===== config.mk =====
export PLATFORM = sky130hd
export DESIGN_NAME = dmem_arbiter
export DESIGN_NICKNAME = d
export VERILOG_FILES = /design/src/rtl/dmem_arb_pkg.sv /design/src/rtl/rr_arbiter2.sv /design/src/rtl/dmem_arbiter.sv
export SDC_FILE = /design/constraint.sdc
export NUM_CORES = 1
export LEC_CHECK = 0
export ABC_AREA = 1
export BUFFER_PORTS_ARGS = -buffer_cell sky130_fd_sc_hd__buf_2
export CAP_MARGIN = 20
export CORE_AREA = 4 4 92 94
export DETAILED_ROUTE_END_ITERATION = 8
export DIE_AREA = 0 0 96 98
export GPL_ROUTABILITY_DRIVEN = 1
export PLACE_DENSITY = 0.59
export SLEW_MARGIN = 0
export SYNTH_ARGS = -nofsm -noshare
export SYNTH_HDL_FRONTEND = slang
export SYNTH_SLANG_ARGS = --single-unit

===== constraint.sdc =====
create_clock -name clock -period 3.6 [get_ports clock]
set_input_delay 0.18 -clock clock [delete_from_list [all_inputs] [get_ports clock]]
set_output_delay 0.18 -clock clock [all_outputs]
set_load 0.005 [all_outputs]

===== src/rtl/dmem_arb_pkg.sv =====
// rtl/dmem_arb_pkg.sv - shared types and constants for the data-memory arbiter
package dmem_arb_pkg;

  typedef enum logic [1:0] {
    ST_IDLE      = 2'd0,
    ST_AUX_BURST = 2'd1,
    ST_RELEASE   = 2'd2
  } arb_state_t;

  localparam logic REQ_CPU = 1'b0;
  localparam logic REQ_AUX = 1'b1;

  localparam int DEF_ADDR_W    = 12;
  localparam int DEF_DATA_W    = 32;
  localparam int DEF_MAX_BURST = 8;

  // Bits needed to hold a burst count from 0 up to max_val inclusive
  function automatic int cnt_width(input int max_val);
    return $clog2(max_val + 1);
  endfunction

endpackage


===== src/rtl/rr_arbiter2.sv =====
// rtl/rr_arbiter2.sv - two-way round-robin pick with last-grant memory
module rr_arbiter2
  import dmem_arb_pkg::*;
(
  input  logic clock,
  input  logic reset,
  input  logic req_cpu,
  input  logic req_aux,
  input  logic upd_valid,
  input  logic upd_id,
  output logic pick_valid,
  output logic pick_id
);

  logic last_gnt;

  // Remember who was served most recently; aux after reset so cpu wins the first tie
  always_ff @(posedge clock) begin
    if (reset) begin
      last_gnt <= REQ_AUX;
    end else if (upd_valid) begin
      last_gnt <= upd_id;
    end
  end

  // A lone requester wins outright; a tie goes to whoever was not served last
  always_comb begin
    pick_valid = req_cpu | req_aux;
    if (req_cpu && req_aux) begin
      pick_id = ~last_gnt;
    end else if (req_aux) begin
      pick_id = REQ_AUX;
    end else begin
      pick_id = REQ_CPU;
    end
  end

endmodule


===== src/rtl/dmem_arbiter.sv =====
// rtl/dmem_arbiter.sv - shares the single-port data RAM between cpu and aux masters
module dmem_arbiter
  import dmem_arb_pkg::*;
#(
  parameter int ADDR_W    = DEF_ADDR_W,
  parameter int DATA_W    = DEF_DATA_W,
  parameter int MAX_BURST = DEF_MAX_BURST
) (
  input  logic              clock,
  input  logic              reset,
  input  logic              cpu_req,
  input  logic              cpu_wEn,
  input  logic [ADDR_W-1:0] cpu_addr,
  input  logic [DATA_W-1:0] cpu_dataIn,
  output logic              cpu_gnt,
  output logic              cpu_stall,
  output logic              cpu_rvalid,
  output logic [DATA_W-1:0] cpu_dataOut,
  input  logic              aux_req,
  input  logic              aux_wEn,
  input  logic [ADDR_W-1:0] aux_addr,
  input  logic [DATA_W-1:0] aux_dataIn,
  input  logic              aux_lock,
  output logic              aux_gnt,
  output logic              aux_rvalid,
  output logic [DATA_W-1:0] aux_dataOut,
  output logic              ram_wEn,
  output logic [ADDR_W-1:0] ram_addr,
  output logic [DATA_W-1:0] ram_dataIn,
  input  logic [DATA_W-1:0] ram_dataOut
);

  localparam int               CNT_W    = cnt_width(MAX_BURST);
  localparam logic [CNT_W-1:0] CNT_MAX  = CNT_W'(MAX_BURST);
  localparam logic [CNT_W-1:0] CNT_LAST = CNT_W'(MAX_BURST - 1);
  localparam logic [CNT_W-1:0] CNT_ONE  = CNT_W'(1);

  arb_state_t       state;
  logic [CNT_W-1:0] burst_cnt;
  logic             rd_pend;
  logic             rd_owner;
  logic             rr_valid;
  logic             rr_id;
  logic             gnt_cpu;
  logic             gnt_aux;
  logic             burst_go;

  rr_arbiter2 u_rr (
    .clock      (clock),
    .reset      (reset),
    .req_cpu    (cpu_req),
    .req_aux    (aux_req),
    .upd_valid  (gnt_cpu | gnt_aux),
    .upd_id     (gnt_aux),
    .pick_valid (rr_valid),
    .pick_id    (rr_id)
  );

  // Grant decision from the live requests and the registered arbitration state
  always_comb begin
    gnt_cpu  = 1'b0;
    gnt_aux  = 1'b0;
    burst_go = aux_req && aux_lock && (burst_cnt < CNT_MAX);
    if (!reset) begin
      case (state)
        ST_IDLE: begin
          gnt_cpu = rr_valid && (rr_id == REQ_CPU);
          gnt_aux = rr_valid && (rr_id == REQ_AUX);
        end
        ST_AUX_BURST: begin
          // The cycle that ends a burst early never serves aux; cpu may use it
          gnt_aux = burst_go;
          gnt_cpu = !burst_go && cpu_req;
        end
        ST_RELEASE: begin
          gnt_cpu = cpu_req;
          gnt_aux = aux_req && !cpu_req;
        end
        default: begin
          gnt_cpu = 1'b0;
          gnt_aux = 1'b0;
        end
      endcase
    end
  end

  // Route the winner's command onto the RAM; an idle bus is driven to zero
  always_comb begin
    ram_wEn    = 1'b0;
    ram_addr   = '0;
    ram_dataIn = '0;
    if (gnt_cpu) begin
      ram_wEn    = cpu_wEn;
      ram_addr   = cpu_addr;
      ram_dataIn = cpu_dataIn;
    end else if (gnt_aux) begin
      ram_wEn    = aux_wEn;
      ram_addr   = aux_addr;
      ram_dataIn = aux_dataIn;
    end
  end

  assign cpu_gnt     = gnt_cpu;
  assign aux_gnt     = gnt_aux;
  assign cpu_stall   = cpu_req && !gnt_cpu && !reset;
  assign cpu_rvalid  = !reset && rd_pend && (rd_owner == REQ_CPU);
  assign aux_rvalid  = !reset && rd_pend && (rd_owner == REQ_AUX);
  assign cpu_dataOut = cpu_rvalid ? ram_dataOut : '0;
  assign aux_dataOut = aux_rvalid ? ram_dataOut : '0;

  // Burst FSM, burst counter and read-return tracking
  always_ff @(posedge clock) begin
    if (reset) begin
      state     <= ST_IDLE;
      burst_cnt <= '0;
      rd_pend   <= 1'b0;
      rd_owner  <= REQ_CPU;
    end else begin
      rd_pend <= (gnt_cpu && !cpu_wEn) || (gnt_aux && !aux_wEn);
      if (gnt_cpu || gnt_aux) begin
        rd_owner <= gnt_aux ? REQ_AUX : REQ_CPU;
      end
      case (state)
        ST_IDLE: begin
          if (gnt_aux && aux_lock) begin
            burst_cnt <= CNT_ONE;
            state     <= (MAX_BURST == 1) ? ST_RELEASE : ST_AUX_BURST;
          end
        end
        ST_AUX_BURST: begin
          if (gnt_aux) begin
            burst_cnt <= burst_cnt + CNT_ONE;
            // Leave straight after the last allowed grant so cpu is served next cycle
            if (burst_cnt == CNT_LAST) begin
              state <= ST_RELEASE;
            end
          end else begin
            burst_cnt <= '0;
            state     <= ST_IDLE;
          end
        end
        ST_RELEASE: begin
          burst_cnt <= '0;
          state     <= ST_IDLE;
        end
        default: begin
          burst_cnt <= '0;
          state     <= ST_IDLE;
        end
      endcase
    end
  end

endmodule


-- Word level (Yosys, flattened, before mapping)
Cells that the tools add are included.
- add/sub/neg operators: 1
- multipliers: 0
- divide/modulo/power cells: 0
- magnitude comparators: 1
- eq/ne operators: 5
- shift-type cells: 0
- multiplexer cells: 22
- bitwise logic cells: 5
- reduce and logical (&&, ||, !) cells: 25
- operators by type and width (cell ; number):
    $mux W32 ; 4
    $mux W12 ; 2
    $logic_and A1 B1 Y1 ; 15
    $mux W4 ; 2
    $pmux W4 S2 ; 1
    $mux W1 ; 7
    $logic_not A1 Y1 ; 6
    $mux W2 ; 3
    $pmux W1 S3 ; 2
    $add A4 B1 Y4 const B ; 1
    $eq A4 B3 Y1 const B ; 1
    $lt A4 B4 Y1 const B ; 1
    $pmux W2 S2 ; 1
    $ne A3 B3 Y1 const B ; 1
    $not A1 Y1 ; 3
    $eq A2 B1 Y1 const B ; 1
    $eq A2 B2 Y1 const B ; 1
    $logic_not A2 Y1 ; 1
    $logic_or A1 B1 Y1 ; 2
    $ne A2 B2 Y1 const B ; 1
    $or A1 B1 Y1 ; 2
    $reduce_and A2 Y1 ; 1
- flip-flop bits (word level): 9
- bits in latches: 0
- bits in writable memories: 0
- memory bits (read-only): 0
- input bits: 127
- output and inout port bits: 114
- logic and storage cells: 64
- memories: 0

-- Logic depth before layout (Yosys ltp)
- depth after elaboration: 9
- gate-level depth with buffers: 10
- mapped depth without buffers: 8

-- By module
From an unflattened synthesis, not the netlist that was laid out.
- cells, all modules: 327
- area total of the unflattened synthesis: 1495.2 um^2
- by module, submodules not included (module ; times used ; cells each ; area an instance (um^2) ; seq. area each (um^2)):
    dmem_arbiter ; 1 ; 319 ; 1441.4 ; 160.2
    rr_arbiter2 ; 1 ; 8 ; 53.8 ; 20.0

-- Least setup slack after synthesis
OpenSTA, ideal clock, no wires.
- path kind: reg-to-output
- start: register state[1]
- end: output ram_addr[0]
- arrival time: 1.143 ns
- path slack: 2.277 ns
- stages on the path, launching flop included: 9
- buffers on the path: 1
- cells stage by stage: dfxtp_1 o21ai_0 nand2_1 nand2_1 nand2_2 inv_2 buf_2 nand2_1 nand2_1
- longest elaborated chain between the ends: 5
- RTL lines (item ; RTL line ; RTL):
    start, declared ; dmem_arbiter.sv:38 ; arb_state_t state;
    start signal, assigned ; dmem_arbiter.sv:127 ; state <= (MAX_BURST == 1) ? ST_RELEASE : ST_AUX_BURST;
    $eq A2 B2 Y1, or another cell as far along ; dmem_arbiter.sv:65 ; case (state)
    $pmux W1 S3 ; dmem_arbiter.sv:65 ;
    $mux W1 ; dmem_arbiter.sv:64 ; if (!reset) begin
    $mux W12 ; dmem_arbiter.sv:96 ; end else if (gnt_aux) begin
    $mux W12 * ; dmem_arbiter.sv:92 ; if (gnt_cpu) begin
    end, declared ; dmem_arbiter.sv:28 ; output logic [ADDR_W-1:0] ram_addr,
Every way passes the cells marked *; elsewhere a longest branch is shown, timed or not.

-- Worst setup path after layout
- start: register state[0]
- end: output ram_addr[11]
Same word-level chain as after synthesis.

==> impl_metrics.csv <==
group,metric,value,unit
status,status,"finished, final reports clean",
route,postRouteAntennaNets,0,
finish,drive_gt1_share,45.7,%
power_and_ir_drop,cellPowerDensity,166,nW/um^2
power_and_ir_drop,switching_share,35.5,%
global_routing,grt_max_degree,48,
clock_tree,clk_latency,0.23,ns
worst_setup_path,start_kind,"flop",
route,vias_per_cell,3.98,
worst_setup_path,required,3.42,ns
clock_tree,cts_tree,"done",
clock_tree,clock-sinks,9,
die,dieArea,9410,sq um
route,dr.pass1.iters,4,
power_and_ir_drop,cellLeakagePower,2.05,nW
power_and_ir_drop,switchingPower,161,uW
worst_setup_path,cp_data_arrival_time,2.10,ns
route,drt_iter0_drc,60,
worst_setup_path,r2r_slack,1.83,ns
timing,finalSetupViolations,0,
run,drv_cap,0,
synthesis,synth-seq-area-share,12.4,%
worst_hold_path,hold_class,"in2reg",
placement,place_hpwl,5910,microns
route,dr_total_vias,2584,
global_routing,grt_usage,12.8,%
power_and_ir_drop,power_frac_comb,50.5,%
worst_setup_path,regToRegStartpoint,"state[0]$_SDFFE_PP0P_",
global_routing,gr-total-overflow,0,
synthesis,synth.net_count,446,
synthesis,ys_types,22,
global_routing,grt_pass1_vias,2269,
clock_tree,cts_root_buf,"clkbuf_8",
timing,hold_slack,0.150,ns
route,wl_per_cell,10.8,microns
clock_tree,postCtsHoldBufs,0,
clock_tree,cts_buffers,3,
die,rows,32,
synthesis,yosys_warnings,0,
die,core-area,7650,sq um
timing,fmax,438,MHz
timing,relSlewSlack,34.7,%
clock_tree,cts_setup_buffers,0,
timing,slew_violations,0,
power_and_ir_drop,irDropWorstVdd,0.190,mV
worst_setup_path,critPathKind,"reg2out",
finish,layout_common_cells,"buf_2 (240), nand2_1 (153), nor2_1 (70), inv_1 (42), dfxtp_1 (9)",
placement,place_area,2690,sq um
synthesis,avgSynthCellArea,4.56,sq um
clock_tree,cts_resized,0,
synthesis,syn_area,1450,sq um
power_and_ir_drop,sequentialPowerShare,23.7,%
timing,period_minus_slack,2.28,ns
clock_tree,clk_pin_slew_worst_paths,0.04,ns
synthesis,syn_inst,318,
power_and_ir_drop,power,452,uW
timing,rsz0062_at_grt,"no",
clock_tree,clock_path_buffers,2,
finish,layoutNonFillerInstCount,649,
finish,syn_to_final_growth,88.3,%
worst_setup_path,r2r-end,"rd_pend$_SDFF_PP0_",
die,die_h,98,microns
synthesis,ys_seq_elements,9,
power_and_ir_drop,pwr-share-clk,25.8,%
finish,nNetsFinal,676,
finish,postLayoutCellArea,2730,sq um
timing,final.period_utilization,63.5,%
route,drc,0,
worst_setup_path,cp_max_fo,47,
power_and_ir_drop,p_int,292,uW
global_routing,antenna_found_initial,0,
finish,final_common_cell,"buf_2",
route,routed_wl,6980,microns
worst_hold_path,holdPathStages,2,
clock_tree,h-tree-depth,1,
die,start_util,19.0,%
timing,hold_viol,0,
global_routing,grt_pass1_wl,10100,microns
timing,setup-tns-final,0,ns
timing,tightestPinTransition,0.976,ns
worst_setup_path,cp-end-kind,"output pin",
worst_setup_path,r2r_cells,8,
worst_hold_path,hold_path_end,"rd_pend$_SDFF_PP0_",
worst_hold_path,worstHoldStart,"cpu_wEn",
finish,diodes,0,
die,io_pins,241,
placement,placed_cells,645,
placement,place_congestion,0.815,
placement,io_buffers,240,
die,die_x,96,microns
timing,fin_skew,0.000435,ns
## Yosys cell counts (all sizes together)
master	instances	area, sq um
a21oi	4	20.0
inv	44	165
xor2	2	17.5
nand3b	1	7.51
nand3	8	40.0
o22ai	1	6.26
and3b	1	8.76
nor2	73	287
clkbuf	3	11.3
nor3	1	5.00
ha	1	12.5
o21ai	3	15.0
dfxtp	9	180
buf	12	87.6
nand2	155	587
## power by group through the flow
stage          clock network [mW]  logic (mW)  registers, mW
3_5_place_dp                    0       0.230          0.109
2_1_floorplan                   0       0.102          0.108
5_1_grt                     0.127       0.259          0.108
6_report                    0.117       0.228          0.107
4_1_cts                     0.121       0.232          0.107
3_3_place_gp                    0       0.227          0.109
## worst max path at each step
stage                                      from        endpoint  cells past startpoint
after floorplan           state[1]$_SDFFE_PP0P_     ram_addr[0]                      8
after global placement    state[0]$_SDFFE_PP0P_    ram_addr[11]                      9
after detailed placement  state[0]$_SDFFE_PP0P_    ram_addr[11]                      9
after CTS                 state[0]$_SDFFE_PP0P_    ram_addr[11]                      9
after global routing      state[1]$_SDFFE_PP0P_  ram_dataIn[24]                      9
final                     state[0]$_SDFFE_PP0P_    ram_addr[11]                      9
## cell type report
type	instances	area, sq um
Fill cell	844	4920
Timing Repair Buffer	240	1200
Multi-Input combinational cell	250	1010
Sequential cell	9	180
Inverter	44	165
Tap cell	102	128
Clock buffer	4	45.0
## critical path, stage by stage, from the launching register on
cell and delay [ns]:
dfxtp_1 0.35, inv_2 0.06, nor2_4 0.10, o21ai_1 0.07
nand2_1 0.07, nand2_2 0.08, nor2_4 0.73, nand2_1 0.13
nand2_1 0.12, buf_2 0.12
## per-layer routing
layer | GRT usage, % | wire length (microns) | vias up
li1 | - | - | 1375
met1 | 13.2 | 2590 | 1074
met2 | 26.2 | 3680 | 128
met3 | 1.85 | 640 | 7
met4 | 2.30 | 71 | 0
met5 | 0 | 0 | -
## flip-flops by register name, summed over array words and instances (netlist names)
register	count
state	2
u_rr.last_gnt	1
burst_cnt	4
rd_pend	1
rd_owner	1
## stage by stage
step / worst slack [ns] / utilization (%)
after floorplan: 2.28 / -
after global placement: 1.63 / 35.1
after detailed placement: 1.54 / 35.1
after CTS: 1.26 / 35.7
after global routing: 1.08 / 35.7
final: 1.32 / 35.7
## kinds of logic (layout without fill, tap and decap cells)
group           Yosys count  in the layout  synth area share, %
simple gates            239            239                 64.5
fa+ha+maj                 1              1                0.863
flops                     9              9                 12.4
xor+xnor                  2              2                 1.21
buf+inv                  59            288                 18.2
compound gates            8              8                 2.85
Power figures use the tool's default switching activity.
